File: src/rtl/fifo_rr_arbiter.sv
`default_nettype none
// +----------------------------------------------------------------------------+
// | fifo_rr_arbiter: round-robin reader sharing one output register among FIFOs |
// | Revision: 1.0                                                              |
// +----------------------------------------------------------------------------+
module fifo_rr_arbiter #(
  parameter int NumPorts     = 4,
  parameter int PortIdxWidth = 2,
  parameter int DataWidth    = 85
) (
  input  logic                          clk,
  input  logic                          rst,
  input  logic                          en,
  input  logic [NumPorts-1:0]           fifo_empty,
  input  logic [NumPorts*DataWidth-1:0] fifo_data,
  output logic [NumPorts-1:0]           fifo_rd_en,
  output logic [DataWidth-1:0]          out_flit,
  output logic [PortIdxWidth-1:0]       out_port,
  output logic                          out_valid,
  input  logic                          out_ready,
  output logic                          busy
);

  typedef enum logic [1:0] {
    IDLE  = 2'd0,
    ISSUE = 2'd1,
    WAIT  = 2'd2,
    HOLD  = 2'd3
  } state_t;

  state_t                  state;
  state_t                  state_nxt;
  logic [PortIdxWidth-1:0] grant;
  logic [PortIdxWidth-1:0] rr_ptr;
  logic [PortIdxWidth-1:0] sel;
  logic [PortIdxWidth-1:0] grant_inc;
  logic                    sel_found;
  logic [NumPorts-1:0]     sel_onehot;

  // Scan rr_ptr, rr_ptr+1, ... wrapping at NumPorts (not 2^PortIdxWidth).
  always_comb begin : p_scan
    int                      idx;
    logic [PortIdxWidth-1:0] cand;
    sel       = '0;
    sel_found = 1'b0;
    idx       = 0;
    cand      = '0;
    for (int i = 0; i < NumPorts; i++) begin
      idx = int'(rr_ptr) + i;
      if (idx >= NumPorts) idx = idx - NumPorts;
      cand = PortIdxWidth'(idx);
      if (!sel_found && !fifo_empty[cand]) begin
        sel_found = 1'b1;
        sel       = cand;
      end
    end
  end

  always_comb begin
    sel_onehot      = '0;
    sel_onehot[sel] = 1'b1;
  end

  assign grant_inc = (grant == PortIdxWidth'(NumPorts - 1)) ? '0 : grant + 1'b1;

  always_comb begin
    state_nxt = state;
    unique case (state)
      IDLE:    if (en && sel_found) state_nxt = ISSUE;
      ISSUE:   state_nxt = WAIT;
      WAIT:    state_nxt = HOLD;
      HOLD:    if (out_valid && out_ready) state_nxt = IDLE;
      default: state_nxt = IDLE;
    endcase
  end

  always_ff @(posedge clk or posedge rst) begin
    if (rst) state <= IDLE;
    else     state <= state_nxt;
  end

  // rd_en is a flop set on entry to ISSUE, so the pulse is glitch-free and one cycle wide.
  always_ff @(posedge clk or posedge rst) begin
    if (rst) begin
      grant      <= '0;
      rr_ptr     <= '0;
      fifo_rd_en <= '0;
      out_flit   <= '0;
      out_port   <= '0;
      out_valid  <= 1'b0;
    end else begin
      fifo_rd_en <= '0;
      unique case (state)
        IDLE: begin
          if (en && sel_found) begin
            grant      <= sel;
            fifo_rd_en <= sel_onehot;
          end
        end
        WAIT: begin
          out_flit  <= fifo_data[int'(grant)*DataWidth +: DataWidth];
          out_port  <= grant;
          out_valid <= 1'b1;
          rr_ptr    <= grant_inc;
        end
        HOLD: begin
          if (out_ready) out_valid <= 1'b0;
        end
        default: ;
      endcase
    end
  end

  assign busy = (state != IDLE);

endmodule
`default_nettype wire

File: config.mk
export PLATFORM = sky130hd
export DESIGN_NAME = fifo_rr_arbiter
export DESIGN_NICKNAME = d
export VERILOG_FILES = /design/src/rtl/fifo_rr_arbiter.sv
export SDC_FILE = /design/constraint.sdc
export NUM_CORES = 1
export LEC_CHECK = 0
export CAP_MARGIN = 30
export CORE_AREA = 8 8 164 166
export CTS_BUF_LIST = sky130_fd_sc_hd__clkbuf_4 sky130_fd_sc_hd__clkbuf_8 sky130_fd_sc_hd__clkbuf_16
export DETAILED_ROUTE_END_ITERATION = 12
export DIE_AREA = 0 0 172 174
export SLEW_MARGIN = 15
export SYNTH_ARGS = -nofsm -noshare
export SYNTH_HDL_FRONTEND = slang
export SYNTH_SLANG_ARGS = --single-unit
File: constraint.sdc
create_clock -name clk -period 7.7 [get_ports clk]
set_input_delay 1.54 -clock clk [delete_from_list [all_inputs] [get_ports clk]]
set_output_delay 1.54 -clock clk [all_outputs]
set_load 0.02 [all_outputs]
; Yosys cells after proc, flatten, opt, wreduce, memory -nomap -nowiden
; Index checks and enable logic that the tools add are counted.
[op_classes]
n_lt_le_gt_ge = 10
reduce_logical = 17
mux = 30
add_sub_neg = 8
multipliers = 1
n_shift = 1
n_eq_ne = 7
[op_table]
columns = operator, n
row1 = indexed part select 340 x 10 -> 85 bit, 1
row2 = 2-to-1 mux 2 bit, 11
row3 = "less-than comparator 2 x 3 -> 1 bit, second input constant", 5
row4 = 2-to-1 mux 1 bit, 10
row5 = ">= comparator 3 bit, second input constant", 3
row6 = "multiplier 2 x 7 -> 9 bit, second input constant", 1
row7 = binary-select mux 1 bit (select 2 bit), 4
row8 = 2-to-1 mux 4 bit, 2
row9 = case mux 2 bit (4 select lines), 1
row10 = "subtractor 2 x 1 -> 2 bit, second input constant", 4
row11 = "adder 2 x 2 -> 3 bit, second input constant", 2
row12 = "equality test 2 bit, second input constant", 3
row13 = logical AND 1 bit, 6
row14 = "inequality test 2 bit, second input constant", 3
row15 = AND reduction 2 bit, 3
row16 = logical NOT 1 bit, 5
row17 = nonzero test 2 bit, 2
row18 = "adder 2 x 1 -> 3 bit, second input constant", 1
row19 = ">= comparator 2 x 3 -> 1 bit, second input constant", 1
row20 = "adder 2 x 1 -> 2 bit, second input constant", 1
row21 = demux 1 bit (select 2 bit), 1
row22 = "equality test 2 x 1 -> 1 bit, second input constant", 1
row23 = ">= comparator 2 x 1 -> 1 bit, second input constant", 1
row24 = logical NOT 2 bit, 1
row25 = case mux 1 bit (2 select lines), 1
[totals]
in_bits = 348
wordCells = 81
register_bits = 98
output_inout_bits = 93

; Depth between registers and ports, before layout
; Gate-level depths: netlist of the first run.
[depth]
word_depth = 20
depth_mapped = 6
mapped_depth_nobuf = 6

; Worst setup path after synthesis of the first run
; OpenSTA, ideal clock, no wires.
[synth_path]
path_type = input port to flip-flop
startpoint = input fifo_data[312]
endpoint = register out_flit[57]
setup_ns = 0.125
slack_ns = 5.344
path_buffers = 0
cell_stages = 2
arrival_time_ns = 2.231
required_ns = 7.575
path_cell_list = mux4_2 mux2_4
[synth_between]
elab_chain_len = 1
[synth_rtl]
columns = element, line
row1 = from (decl), 15  ; input logic [NumPorts*DataWidth-1:0] fifo_data,
row2 = indexed part select 340 x 10 -> 85 bit, 101  ; out_flit <= fifo_data[int'(grant)*DataWidth +: DataWidth];
row3 = to (signal assigned), 101
row4 = to (decl), 17  ; output logic [DataWidth-1:0] out_flit,
; No other way between the ends.
; A chain may end at the register's enable or synchronous reset.

; Final worst setup path of the first run
[layout_path]
startpoint = register state[0]
endpoint = output busy
[layout_between]
elab_chain_len = 1
[layout_rtl]
columns = element, line
row1 = from (decl), 31  ; state_t state;
row2 = from (signal assigned), 79  ; else state <= state_nxt;
row3 = nonzero test 2 bit, 114  ; assign busy = (state != IDLE);
row4 = to (decl), 21  ; output logic busy
; No other way between the ends.

==> results of run 1 <==
## routing by layer
metal,up-vias,wire length [um]
met5,-,0
met4,0,497
met3,26,2320
met2,290,12200
met1,2508,8740
li1,2235,-
## final timing paths
path	slack, ps	endpoint	depth (start not counted)
setup / recovery	4390	busy	4
hold / removal	510	out_flit[46]$_DFFE_PP0P_	1
setup reg to reg	5060	out_flit[77]$_DFFE_PP0P_	4
hold reg to reg	510	out_flit[46]$_DFFE_PP0P_	1
max in group asynchronous	4870	grant[0]$_DFFE_PP0P_	3
min in group asynchronous	1620	out_flit[0]$_DFFE_PP0P_	2
## stage by stage
stage               hold slack (ps)  instances  utilization, %  setup slack [ps]  cell area [sq um]
finish                          506       1101            44.4              4390              10900
global route                    527       1101            44.4              4300              10900
CTS                             511       1100            44.3              4350              10900
detailed placement              493       1084            43.1              4390              10600
global placement                490       1083            43.0              4460              10600
floorplan                       500        340               -              3600               5860
## power by group
group	internal, mW	total (mW)	switching, mW
clock network	0.233	0.428	0.195
logic	1.35	2.29	0.938
registers	0.784	0.997	0.213
total	2.37	3.71	1.35
## worst reg2reg max path, stage by stage, from the launching register on
cell and delay, ps:
dfrtp_4 890, buf_4 420, buf_16 310, mux4_2 630, mux2_2 280
## registers in the layout (all words and copies together), names as in the netlist
signal,cells
fifo_rd_en,4
rr_ptr,2
state,2
out_port,2
grant,2
out_flit,85
out_valid,1
## placed cells by master (no fill, tap or decap), drive strengths merged
cell / synthesis / layout
clkdlybuf4s50: 0 / 440
dfrtp: 98 / 98
mux2: 90 / 90
mux4: 85 / 85
clkbuf: 12 / 11
inv: 5 / 6
buf: 18 / 5
o21ai: 4 / 4
ha: 4 / 4
nor2: 3 / 3
nand2: 3 / 3
nor3b: 3 / 3
clkinv: 0 / 3
nor2b: 2 / 2
o22ai: 2 / 2
nor3: 2 / 2
a21boi: 1 / 1
nand4: 1 / 1
a21oi: 1 / 1
o32a: 1 / 1
nand3: 1 / 1
a211oi: 1 / 1
a221o: 1 / 1
a221oi: 1 / 1
o21a: 1 / 1
clkinvlp: 0 / 1
## kinds of logic (layout without fill, tap and decap cells)
logic type	count (synthesis)	in the layout
flops	98	98
mux	175	175
compound gates	13	13
fa+ha+maj	4	4
simple gates	15	15
buf+inv	35	466
## area by class of cell
cell class              instances  share of cell area [%]
clock buffers                  11                    2.26
flip-flops and latches         98                    22.6
multi-input cells             207                    29.7
well taps                     330                    3.79
clock inverters                 5                   0.356
inverters                       5                   0.195
repair buffers                445                    41.1
==> run summary, run 1 <==
* 0 — Antenna Nets Post-Route
* 0.853% — post-synthesis adder-cell area fraction
* 3230 sq um — area of the multi-input gates
* 4.59 — Avg Vias per Cell
* 16.7% — M1 GR Usage
* 0 — setup repair bufs after CTS
* 41.8% — share of Yosys cell area claimed by the top area cell type
* 0 — total global routing overflow
* flop to output pin — category of the most critical setup path
* no — RSZ-0062 raised after global routing
* 0 — antenna cells
* 15.4% — Total GRT Usage
* 28 — synth unique cells
* complete, no violations — outcome
* 19800 um — half-perimeter wire length after detailed placement
* 194 uV — worst vdd ir
* 23.9% — starting density of the core
* 4.07 nW — standby leakage power
* 43.0% — final worst-path cycle share
* 0 — Max Cap Violations
* 0 — Hold-fix buffers, CTS
* dfrtp_1 — biggest area consumer among synthesized cells
* buffers and inverters — cell class contributing the biggest share of worst-path delay
* 2 — Max Buffers Root-to-Sink
* 3 — Crit Path Max Fanout
* 0 — Syn. warnings
* 0 — final setup violation count
* 70 ps — clock slew at the register clock pins of the worst setup and hold paths
* 0 — number of gates resized after CTS
* 21.6 um — detail-routed net length per standard cell
* 302 MHz — fmax
* 4 — TritonRoute pass-1 iters
* 340 — Synth Instances
* 0 ps — total negative slack
* 35300 um — first-pass GRT wire length
* 17.2 sq um — average cell area after synthesis
* 98 — flip-flop and latch count after synthesis
* 51.2% — share of cell area taken by muxes after synthesis
* flop to flop — path category of the worst min-delay check
* multiplexers — combinational family with the most area after synthesis
* 692 — number of nets in the synthesized netlist
* 5964 — via count of the first global-routing pass
* 1770 ps — WP data arrival
* 0% — synthesized-area fraction occupied by xor and xnor cells
* 2257 — Filler cells
* 0 — number of antenna violations at the first check in global routing
* dfrtp_1 — most repeated cell in the gate-level netlist after synthesis
* 340 ps — clock latency of the later-clocked register in the worst-skew pair
* 927 ps — pin slew with the least headroom to its limit
* 172 um — Die Width
* inv_1 > ha_1 > inv_1 > clkdlybuf4s50_1 — ordered list of cells on the worst path
* clkbuf_16 — Clock Root Buffer
* dfrtp_1, mux4_2, mux2_2 — largest cells by area after synthesis
* 630 ps — Crit path largest cell delay
* 41.8% — fraction of the yosys area taken by sequential cells
* inv_1 — cell repeated most along the worst path
* 23800 um — wire length reported by the detailed router
* 0 — max-slew violation count
* 3310 ps — min cycle time layout
* out_flit[46]$_DFFE_PP0P_ — startpoint of the tightest hold check path
* flop — Worst Setup Start Kind
* dfrtp_1, mux4_2, mux2_2 — most common library cells after synthesis
* 25.9% — share of cells above drive strength 1
* 341 nW/um^2 — power density over cell area
* 0.914 — weighted congestion at the end of routability-driven global placement
* 136 — 1st-iter DRT viols
* 58 — floorplan row count
* clkdlybuf4s50_1 — cell at the slowest stage of the critical path
* 3.71 mW — Power, Total
* 1.51% — area fraction in compound gates after synthesis
* 6160 ps — WP data required
* 441 — io pins
* 98 — clock sink total
* 0 — DRC violation count after routing
* 100% — asr flop ratio synth
* 8.47 ps — setup skew after layout
* 1118 — number of nets in the layout
* 174 um — height of the die
* output pin — endpoint type of the worst setup path
* 0 — count of final hold-check violations
* dfrtp_1 — primary flip-flop cell chosen by synthesis mapping
* 63 — maximum number of pins on one net before global-route repair
* 5860 sq um — area of the mapped netlist
* 24500 sq um — core box area
* 38.2% — Max transition margin
* state[0]$_DFFE_PP0P_ — Setup crit start
* 3 — count of buffering cells on the critical path with inverters included
* 3 — number of H-tree levels
* grant[0]$_DFFE_PP0P_ — RR Startpoint
* met2 — highest-utilization routing layer at the global route stage
* 85.8% — area added between synthesis and finish
* 1.34% — simple-gate portion of the synthesized area
* 440 — number of port buffers
* 5059 — vias post-DR
* 27.6% — GRT met2 Usage
* yes — clock tree from TritonCTS
* 9 — number of buffers inserted during clock tree synthesis
* 0 — number of flops mapped to enable cells by yosys
* 4.92% — grt met3 use
* 29900 sq um — Die Outline Area
* 2460 sq um — combined flip-flop and latch cell area
Power figures use the tool's default switching activity.
==> run 2, diff against run 1 <==
==> constraint.sdc (replaced) <==
create_clock -name clk -period 3.2 [get_ports clk]
set_input_delay 0.64 -clock clk [delete_from_list [all_inputs] [get_ports clk]]
set_output_delay 0.64 -clock clk [all_outputs]
set_load 0.02 [all_outputs]
==> run summary, run 2 (synthesis gave the netlist of run 1 again) <==
* complete, no violations — outcome
* 5935 — via count of the first global-routing pass
* 11.7% — clock network power share
* clkdlybuf4s50_1 — most common library cell in the layout ignoring fill and taps
* 16.1% — Total GRT Usage
* buffers and inverters — cell class contributing the biggest share of worst-path delay
* out_flit (85), fifo_rd_en (4) — largest registers
* 3 — number of H-tree levels
* 0 — DRC violation count after routing
* 820 nW/um^2 — power density over cell area
* 0 — count of final hold-check violations
* 0 — number of gates resized after CTS
* 5097 — vias post-DR
* state[0]$_DFFE_PP0P_ — Setup crit start
* 20900 um — half-perimeter wire length after detailed placement
* 5.69 mW — Pint
* 440 — number of port buffers
* 441 — io pins
* 58 — maximum number of pins on one net before global-route repair
* 58 — floorplan row count
* 174 um — height of the die
* 5 — TritonRoute pass-1 iters
* 0 — max-slew violation count
* 630 ps — Crit path largest cell delay
* out_flit[51]$_DFFE_PP0P_ — startpoint of the tightest hold check path
* 29900 sq um — Die Outline Area
* 85 — max reg flops
* 23.9% — starting density of the core
* 36.4% — fraction of power spent switching nets
* 1040 ps — worst setup slack after placement
* 10600 sq um — placed cell area
* 0 — total global routing overflow
* output pin — endpoint type of the worst setup path
* 0 — Max Cap Violations
* 3.26 mW — net switching component of the power
* 8.95 mW — Power, Total
* 4 — number of logic stages on the critical path including buffering
* 203 — 1st-iter DRT viols
* 98 — clock sink total
* grant[0]$_DFFE_PP0P_ — RR Startpoint
* yes — clock tree from TritonCTS
* 1760 ps — WP data arrival
* 26.2% — share of cells above drive strength 1
* 798 ps — pin slew with the least headroom to its limit
* 75.1% — final worst-path cycle share
* flop — Worst Setup Start Kind
* 36500 um — first-pass GRT wire length
* out_flit — Top reg by flops
* 24800 um — wire length reported by the detailed router
* inv_1 > ha_1 > inv_1 > clkdlybuf4s50_1 — ordered list of cells on the worst path
* 340 ps — clock latency of the later-clocked register in the worst-skew pair
* flop to flop — path category of the worst min-delay check
* 1121 — number of nets in the layout
* 3 — count of buffering cells on the critical path with inverters included
* 3 — Worst Reg2Reg Path Length in Cells
* 0.953 — weighted congestion at the end of routability-driven global placement
* 24500 sq um — core box area
* 27.1% — Sequential Power Share
* clkdlybuf4s50_1 — cell at the slowest stage of the critical path
* 61.1% — proportion of power drawn by combinational gates
* 3 — Crit Path Max Fanout
* 22.5 um — detail-routed net length per standard cell
* 2 — Max Buffers Root-to-Sink
* 406 uV — worst vdd ir
* 86.2% — area added between synthesis and finish
* 0 — final setup violation count
* no — RSZ-0062 raised after global routing
* inv_1 — cell repeated most along the worst path
* 172 um — Die Width
* 1 — number of antenna violations at the first check in global routing
* 9 — number of buffers inserted during clock tree synthesis
* 0 ps — total negative slack
* 46.8% — Max transition margin
* 2400 ps — min cycle time layout
* 10900 sq um — final non-filler cell area
* 2560 ps — WP data required
* 0 — setup repair bufs after CTS
* 4.61 — Avg Vias per Cell
* 4.08 nW — standby leakage power
* clkdlybuf4s50_1, dfrtp_1, mux4_2, mux2_2, mux2_4 — top library cells by usage in the layout, fill and taps aside
* 10.6 ps — setup skew after layout
* 416 MHz — fmax
* flop to output pin — category of the most critical setup path
* clkbuf_16 — Clock Root Buffer
* 0 — Antenna Nets Post-Route
* 795 ps — smallest setup slack after layout
* 1 — cell count of the worst hold path
* 0 — Hold-fix buffers, CTS
* 70 ps — clock slew at the register clock pins of the worst setup and hold paths
run 2: cell type report:
cell class | instances | area (sq um)
fillers | 2258 | 13600
repair buffers | 448 | 4500
multi-input cells | 207 | 3230
flip-flops and latches | 98 | 2460
well taps | 330 | 413
clock buffers | 11 | 246
clock inverters | 5 | 38.8
inverters | 5 | 22.5
diodes | 1 | 2.50
run 2: layer usage:
metal / track usage (%) / vias to the layer above / routed length (um)
met3: 5.90 / 26 / 2670
li1: - / 2240 / -
met4: 4.20 / 0 / 398
met5: 0 / - / 0
met2: 29.7 / 295 / 13200
met1: 16.6 / 2536 / 8600
run 2: power by group through the flow:
stage	Clock [mW]	Sequential (mW)	Combinational, mW
global placement	0	2.43	5.50
CTS	1.11	2.45	5.58
floorplan	0	2.92	2.81
finish	1.05	2.43	5.47
global route	1.15	2.54	5.80
detailed placement	0	2.47	5.56
run 2: per-stage QoR:
stage / utilization, % / hold slack (ps) / instances
finish: 44.5 / 507 / 1105
global route: 44.5 / 515 / 1105
CTS: 44.5 / 511 / 1104
detailed placement: 43.3 / 495 / 1088
global placement: 43.3 / 492 / 1088
floorplan: - / 500 / 340
run 2: worst paths after layout:
path / end / slack, ps
max: busy / 800
min: out_flit[51]$_DFFE_PP0P_ / 510
max reg2reg: out_flit[40]$_DFFE_PP0P_ / 1070
min reg2reg: out_flit[51]$_DFFE_PP0P_ / 510
max in group asynchronous: grant[0]$_DFFE_PP0P_ / 1780
min in group asynchronous: out_flit[7]$_DFFE_PP0P_ / 810
run 2: worst reg2reg max path, stage by stage, from the launching register on:
cell and delay [ps]:
dfrtp_4 830, buf_12 350, mux4_2 570, mux2_2 270
